### config.mk
export PLATFORM = sky130hd
export DESIGN_NAME = fetch_unit
export DESIGN_NICKNAME = d
export VERILOG_FILES = /design/src/rtl/fetch_unit.sv
export SDC_FILE = /design/constraint.sdc
export NUM_CORES = 1
export LEC_CHECK = 0
export ABC_CLOCK_PERIOD_IN_PS = 5400
export CORE_ASPECT_RATIO = 1.4
export CORE_UTILIZATION = 49
export CTS_BUF_LIST = sky130_fd_sc_hd__clkbuf_8 sky130_fd_sc_hd__clkbuf_16
export DETAILED_ROUTE_END_ITERATION = 6
export GPL_TIMING_DRIVEN = 0
export PLACE_DENSITY = 0.87
export RECOVER_POWER = 25
export SLEW_MARGIN = 20
export SYNTH_ARGS = -nofsm -noshare
export SYNTH_HDL_FRONTEND = slang
export SYNTH_SLANG_ARGS = --single-unit
### constraint.sdc
create_clock -name clk -period 5.4 [get_ports clk]
set_clock_uncertainty 0.05 [all_clocks]
set_input_delay 1.62 -clock clk [delete_from_list [all_inputs] [get_ports clk]]
set_output_delay 1.62 -clock clk [all_outputs]
set_load 0.01 [all_outputs]
### src/rtl/fetch_unit.sv
// fetch_unit: instruction-fetch stage of the multi-cycle CPU.
//   Holds PC and IR, drives the instruction-memory address, slices IR into
//   decode fields and selects the next PC under controller control.
// Ports:
//   clk, Reset (sync, active-low)
//   PCWre, IRWre, InsMemRW, PCSrc[1:0]  controller strobes / next-PC select
//   rs_data[31:0]  jr target        ins_data[31:0]  instruction-memory read data
//   ins_addr, pc, pc_plus4, ir      32-bit PC/IR views
//   opcode, rs, rt, rd, sa, imm16   IR field slices
//   halted, align_err               sticky status flags
//   fetch_count[COUNT_W-1:0]        IR loads since reset (wraps)
module fetch_unit #(
  parameter logic [31:0] PC_RESET = 32'h0000_0000,
  parameter int          COUNT_W  = 16
) (
  input  logic               clk,
  input  logic               Reset,
  input  logic               PCWre,
  input  logic               IRWre,
  input  logic               InsMemRW,
  input  logic [1:0]         PCSrc,
  input  logic [31:0]        rs_data,
  input  logic [31:0]        ins_data,
  output logic [31:0]        ins_addr,
  output logic [31:0]        pc,
  output logic [31:0]        pc_plus4,
  output logic [31:0]        ir,
  output logic [5:0]         opcode,
  output logic [4:0]         rs,
  output logic [4:0]         rt,
  output logic [4:0]         rd,
  output logic [4:0]         sa,
  output logic [15:0]        imm16,
  output logic               halted,
  output logic               align_err,
  output logic [COUNT_W-1:0] fetch_count
);

  logic [31:0] next_pc;
  logic        jr_misaligned;

  assign ins_addr = pc;
  assign pc_plus4 = pc + 32'd4;
  assign opcode   = ir[31:26];
  assign rs       = ir[25:21];
  assign rt       = ir[20:16];
  assign rd       = ir[15:11];
  assign sa       = ir[10:6];
  assign imm16    = ir[15:0];

  assign jr_misaligned = (PCSrc == 2'b10) && (rs_data[1:0] != 2'b00);

  // Next PC always derives from the current (old) ir, so a simultaneous
  // IR load does not affect the branch/jump target of this update.
  always_comb begin
    next_pc = pc_plus4;
    unique case (PCSrc)
      2'b00: next_pc = pc_plus4;
      2'b01: next_pc = pc_plus4 + {{14{ir[15]}}, ir[15:0], 2'b00};
      2'b10: next_pc = {rs_data[31:2], 2'b00};
      2'b11: next_pc = {pc_plus4[31:28], ir[25:0], 2'b00};
    endcase
  end

  always_ff @(posedge clk) begin
    if (!Reset) begin
      pc          <= PC_RESET;
      ir          <= 32'd0;
      halted      <= 1'b0;
      align_err   <= 1'b0;
      fetch_count <= '0;
    end else if (!halted) begin
      if (IRWre && InsMemRW) begin
        ir          <= ins_data;
        fetch_count <= fetch_count + COUNT_W'(1);
      end
      if (PCWre) begin
        pc <= next_pc;
        if (jr_misaligned) align_err <= 1'b1;
      end
      // Halt opcode already sitting in IR freezes the stage from next cycle on.
      if (ir[31:26] == 6'b111111) halted <= 1'b1;
    end
  end

endmodule

==> impl_results.md, run 1 <==
* Total die area at 14,190 um^2
* Setup violators final at 0
* Max-cap check violation count at 0
* WP buf/inv at 1
* Fill cells at 1,079
* Async SR Flop Fraction at 0
* Post-DRT Antenna Nets at 0
* Req. time, crit path at 3.73 ns
* Maximum vdd drop at 168.3 uV
* Synth Flop Type: dfxtp_1
* Cts hold-fix bufs at 0
* Vias in the first global route at 7,140
* Number of synthesized flops with an enable pin at 0
* Largest net degree at the start of global routing at 28
* Worst-Margin Slew at 1.062 ns
* CP cell instances: ha_1, and4_1, nand4_1, nor3_2, and3_1, xor2_1, clkdlybuf4s50_1
* Most frequent cell after synthesis: nand2_1
* Number of cell rows at 50
* Area grow syn2layout at 45.67%
* TritonCTS buffer count at 9
* Initial core utilization at 0.5020
* Pwr per Cell Area at 190.1 nW/um^2
* CTS Sinks at 80
* DR vias at 7,291
* First-pass GRT wire length at 36,890 um
* YS warnings at 0
* Gate Count Post-Synth at 837
* Worst skew pair latency at 0.35 ns
* Hold crit path type: flop to flop
* # IOs at 259
* Clock Root Buffer: clkbuf_16
* Crit. End Element: output port
* GR Overflow Total at 0
* Pleak at 0.004226 uW
* Finished Cell Area at 9789 um^2
* Slew Viols, Final at 0
* Worst slack, placed at 0.5526 ns
* Syn Std Cell Area at 6720 um^2
* CP Launch Type: flop
* Post-CTS setup buffer count at 0
* CTS resizes at 0
* Clock slew at reported path FFs at 0.07 ns
* Wire per inst at 18.62 um
* PnR worst setup slack at 0.2756 ns
* Maximum root-to-sink buffer count at 2
* Share of the synthesized area in the top cell type at 0.2383
* H-tree depth at 3
* Final worst path period share at 0.9490
* GRT Util Overall at 0.3378
* Initial DRC Count at 422
* Setup TNS at 0 ns
* IO buf count at 250
* TritonCTS clock tree: built
* Run status: finished, final reports clean
* CP Class: flop to output port
* CP arrival at 3.45 ns
* DP HPWL at 18,940 um
* CP max FO at 8
* Area of the core at 13,390 um^2
* Distinct cells, synth at 72
* Post-synth top cells: nand2_1 (152), dfxtp_1 (80), buf_4 (79)
* Seq/Total Area, Yosys at 0.2383
* Die Width at 101.0 um
* Top cells by area, synth: dfxtp_1 (24%), buf_4 (8.8%), nand2_1 (8.5%)
* Antenna fix cells at 0
* Slew margin rel. at 0.2913
* Die height at 140.6 um
* Final hold vios at 0
* Final #Nets at 1,208
* Synth area leader: dfxtp_1
* Tmin final at 5.124 ns
* Crit path max-delay family: simple AND/OR/NAND/NOR gates
* CP max stage cell: clkdlybuf4s50_1
* Remaining DRCs at 0
* Drt total wl at 24,010 um
* Largest stage delay on the critical path at 0.61 ns
* RSZ-0062 raised after global routing: false
* Via-to-Cell Ratio at 5.652
* DRT Pass-1 Iters at 5
* Gpl congestion at 0.9737
* Mean Syn Cell Area at 8.029 um^2
* Post-synthesis register bit count at 80
* Initial antenna violation count at 0
* Layout cells sized above 1 at 0.1318
* Max frequency at 195.1 MHz
* Post-DP Area at 9469 um^2
## power breakdown
part           total, uW  switching [uW]  internal, uW
Sequential           663            47.2           616
Clock                668             298           370
Combinational        530             241           289
## worst paths after layout
kind	startpoint	end	slack [ns]	cells past startpoint
worst min register to register	ins_addr[31]	ins_addr[31]	0.44	2
worst max register to register	ins_addr[2]	ins_addr[31]	0.92	13
worst min-delay path	ins_addr[31]	ins_addr[31]	0.44	2
worst max-delay path	ins_addr[2]	pc_plus4[24]	0.28	7
## placed cells by master (no fill, tap or decap), drive strengths merged, types with 7 or more instances in the layout
cell,Yosys,layout
a21boi,40,40
and3,9,9
and4,7,7
dfxtp,80,80
nor2,32,32
xnor2,45,45
nand2,152,152
nand4,15,15
xor2,18,18
clkbuf,30,39
ha,33,33
a21o,16,16
mux2,8,8
a21oi,38,38
dlygate4sd3,0,64
o21a,9,9
nor2b,7,7
buf,89,89
inv,18,22
mux4,15,15
a211oi,10,10
and2,21,21
nand3,34,34
o21ai,35,35
clkdlybuf4s50,0,186
## flip-flops by register name, summed over array words and instances (netlist names)
register / cells
fetch_count: 16
ins_addr: 30
halted: 1
ir: 32
align_err: 1
## cells by family (layout without fill, tap and decap cells)
family          Yosys count  in the layout  synth area share
simple gates            294            294            0.2039
buf+inv                 139            405            0.1305
other cells               1              6         0.0005580
compound gates          197            197            0.2076
mux                      29             29           0.07261
fa+ha+maj                34             34           0.06442
flops                    80             80            0.2383
xor+xnor                 63             63           0.08211
## through the flow
| step | utilization | instances | power, uW | hold slack (ns) |
|---|---|---|---|---|
| floorplan | - | 842 | 945.6 | 0.4584 |
| global placement | 0.7073 | 1274 | 1200 | 0.4319 |
| detailed placement | 0.7073 | 1274 | 1207 | 0.4212 |
| CTS | 0.7306 | 1290 | 1862 | 0.4499 |
| global route | 0.7312 | 1290 | 1917 | 0.4650 |
| finish | 0.7312 | 1290 | 1861 | 0.4438 |
## cell type report
type | count | area (um^2) | share of cell area
buffer | 120 | 805.8 | 0.08231
multi-input combinational | 623 | 4269 | 0.4361
tap | 182 | 227.7 | 0.02326
clock inverter | 7 | 86.33 | 0.008819
timing repair buffer | 250 | 2502 | 0.2556
clock buffer | 9 | 225.2 | 0.02301
sequential | 80 | 1602 | 0.1636
inverter | 19 | 71.32 | 0.007285
## routing by layer
metal,GRT usage,vias to the layer above,wire [um]
li1,-,3405,-
met1,0.3915,3462,9131
met2,0.5952,349,12090
met3,0.04790,75,1691
met4,0.1754,0,1099
met5,0,-,0
## tightest hold or removal path: stages, from the launching register on
cell,delay [ns]
dfxtp_1,0.34
nand2_1,0.06
o31ai_1,0.05
Power figures use the tool's default switching activity.
==> run 2, diff against run 1 <==
--- a/config.mk
+++ b/config.mk
@@ -5,13 +5,14 @@
 export SDC_FILE = /design/constraint.sdc
 export NUM_CORES = 1
 export LEC_CHECK = 0
-export ABC_CLOCK_PERIOD_IN_PS = 5400
+export ABC_CLOCK_PERIOD_IN_PS = 5000
 export CORE_ASPECT_RATIO = 1.4
-export CORE_UTILIZATION = 49
+export CORE_UTILIZATION = 45
 export CTS_BUF_LIST = sky130_fd_sc_hd__clkbuf_8 sky130_fd_sc_hd__clkbuf_16
 export DETAILED_ROUTE_END_ITERATION = 6
 export GPL_TIMING_DRIVEN = 0
-export PLACE_DENSITY = 0.87
+export MAX_ROUTING_LAYER = met4
+export PLACE_DENSITY = 0.81
 export RECOVER_POWER = 25
 export SLEW_MARGIN = 20
 export SYNTH_ARGS = -nofsm -noshare
==> constraint.sdc (replaced) <==
create_clock -name clk -period 5 [get_ports clk]
set_clock_uncertainty 0.05 [all_clocks]
set_input_delay 1.5 -clock clk [delete_from_list [all_inputs] [get_ports clk]]
set_output_delay 1.5 -clock clk [all_outputs]
set_load 0.01 [all_outputs]
==> impl_results.md, run 2 (synthesized netlist as in run 1, its figures left out) <==
* R2R setup slack at 0.67 ns
* Commonest cells after routing, fill and taps aside: clkdlybuf4s50_1 (186), nand2_1 (152), buf_4 (80)
* Clock power share at 0.374
* Initial DRC Count at 346
* Final worst path period share at 0.9795
* CP endpoint: pc_plus4[26]
* Seq pwr share at 0.347
* DP HPWL at 19,170 um
* Worst skew pair latency at 0.34 ns
* FF-to-FF End: ins_addr[21]
* Slew Viols, Final at 0
* P_sw at 599.1 uW
* Largest Register: ir
* CP max FO at 8
* Final #Nets at 1,209
* Finished Cell Area at 9851 um^2
* Antenna fix cells at 0
* CP Class: flop to output port
* Hold crit path type: flop to flop
* Wire per inst at 18.58 um
* Clock slew at reported path FFs at 0.06 ns
* Sw Ratio at 0.2899
* Largest net degree at the start of global routing at 28
* Combinational Power Share at 0.279
* First-pass GRT wire length at 36,670 um
* Slew margin rel. at 0.5043
* Total die area at 15,430 um^2
* R2R Path Start: ins_addr[2]
* Post-DP Area at 9478 um^2
* Post-DRT Antenna Nets at 0
* Remaining DRCs at 0
* Placed cells at 1,281
* RSZ-0062 raised after global routing: false
* Path depth of the worst reg2reg path at 15
* DR vias at 7,105
* Final Non-Filler Cells at 1,297
* Via-to-Cell Ratio at 5.478
* Pwr per Cell Area at 209.8 nW/um^2
* TritonCTS clock tree: built
* Setup violators final at 0
* IO buf count at 250
* Die Width at 105.3 um
* Initial core utilization at 0.4632
* Vias in the first global route at 6,960
* Int Pwr at 1467 uW
* Die height at 146.6 um
* PnR worst setup slack at 0.1027 ns
* GRT Util Overall at 0.3141
* Drt total wl at 24,100 um
* H-tree depth at 3
* Final hold vios at 0
* Tmin final at 4.897 ns
* CP arrival at 3.35 ns
* PnR Total Power at 2067 uW
* Maximum root-to-sink buffer count at 2
* Max frequency at 204.2 MHz
* CTS Sinks at 80
* CP Launch Type: flop
* Worst slack, placed at 0.2832 ns
* Pleak at 0.004272 uW
* Area of the core at 14,510 um^2
* Clock Root Buffer: clkbuf_16
* Setup TNS at 0 ns
* # IOs at 259
* Commonest non-fill, non-tap cell in the layout: clkdlybuf4s50_1
* Crit. End Element: output port
* Number of cell rows at 52
* DRT Pass-1 Iters at 5
* Critical Path Start: ins_addr[2]
* Run status: finished, final reports clean
* Gpl congestion at 0.9447
* Initial antenna violation count at 0
* Req. time, crit path at 3.45 ns
* GR Overflow Total at 0
* Max-cap check violation count at 0
* TritonCTS buffer count at 9
* Layout cells sized above 1 at 0.1336
* Worst-Margin Slew at 0.7435 ns
* Flip-flop count of the largest register after layout at 32
* Area grow syn2layout at 46.58%
* Maximum vdd drop at 201.3 uV
==> run 2: changes by cell type in the layout (fill, tap and decap cells not counted), sizes merged <==
cell | before | now
buf | 89 | 90
bufinv | 1 | 3
clkinv | 2 | 3
clkinvlp | 1 | 0
inv | 22 | 19
==> run 2: worst min-delay path by stage <==
stage	start	endpoint	slack, ns	cells past startpoint
final	align_err	align_err	0.42	1
after CTS	align_err	align_err	0.42	1
after global routing	align_err	align_err	0.45	1
after detailed placement	align_err	align_err	0.41	1
after floorplan	ir[23]	ir[23]	0.46	2
after global placement	align_err	align_err	0.40	1
==> run 2: power by group through the flow <==
stage	sequential, uW	clock (uW)	combinational (uW)
floorplan	727	0	294
global placement	730	0	573
detailed placement	730	0	578
CTS	716	779	582
global route	721	796	614
finish	717	773	577
==> run 2: per-layer routing <==
layer | vias up | global-route usage | part of all wire
li1 | 3403 | - | -
met1 | 3318 | 0.3440 | 0.38
met2 | 321 | 0.5605 | 0.52
met3 | 63 | 0.03438 | 0.056
met4 | 0 | 0.1514 | 0.043
met5 | - | - | 0
==> run 2: per-stage QoR <==
stage          hold slack, ns    util
2_1_floorplan          0.4584       -
3_3_place_gp           0.3990  0.6532
3_5_place_dp           0.4073  0.6532
4_1_cts                0.4231  0.6774
5_1_grt                0.4466  0.6789
6_report               0.4220  0.6789
==> run 2: timing repair <==
action	CTS	global route
endpoints found under the setup margin	1	2
gates cloned	0	0
gates resized for setup	1	2
hold buffers	0	0
buffers inserted	0	1
pin swaps	0	1
==> run 2: critical path, cell delays in order (launching register included) <==
cell and delay [ns]:
dfxtp_1 0.54, ha_1 0.32, and4_1 0.37, nand4_1 0.27, nor3_4 0.29, buf_4 0.17
nand2_1 0.06, xnor2_1 0.35, clkdlybuf4s50_1 0.62
==> run 2: layout make-up <==
class | count | area [um^2]
inverter | 19 | 71.32
fill | 1225 | 4658
multi-input combinational | 623 | 4283
timing repair buffer | 251 | 2510
buffer | 120 | 805.8
clock buffer | 9 | 225.2
sequential | 80 | 1603
clock inverter | 6 | 116.4
tap | 189 | 236.5
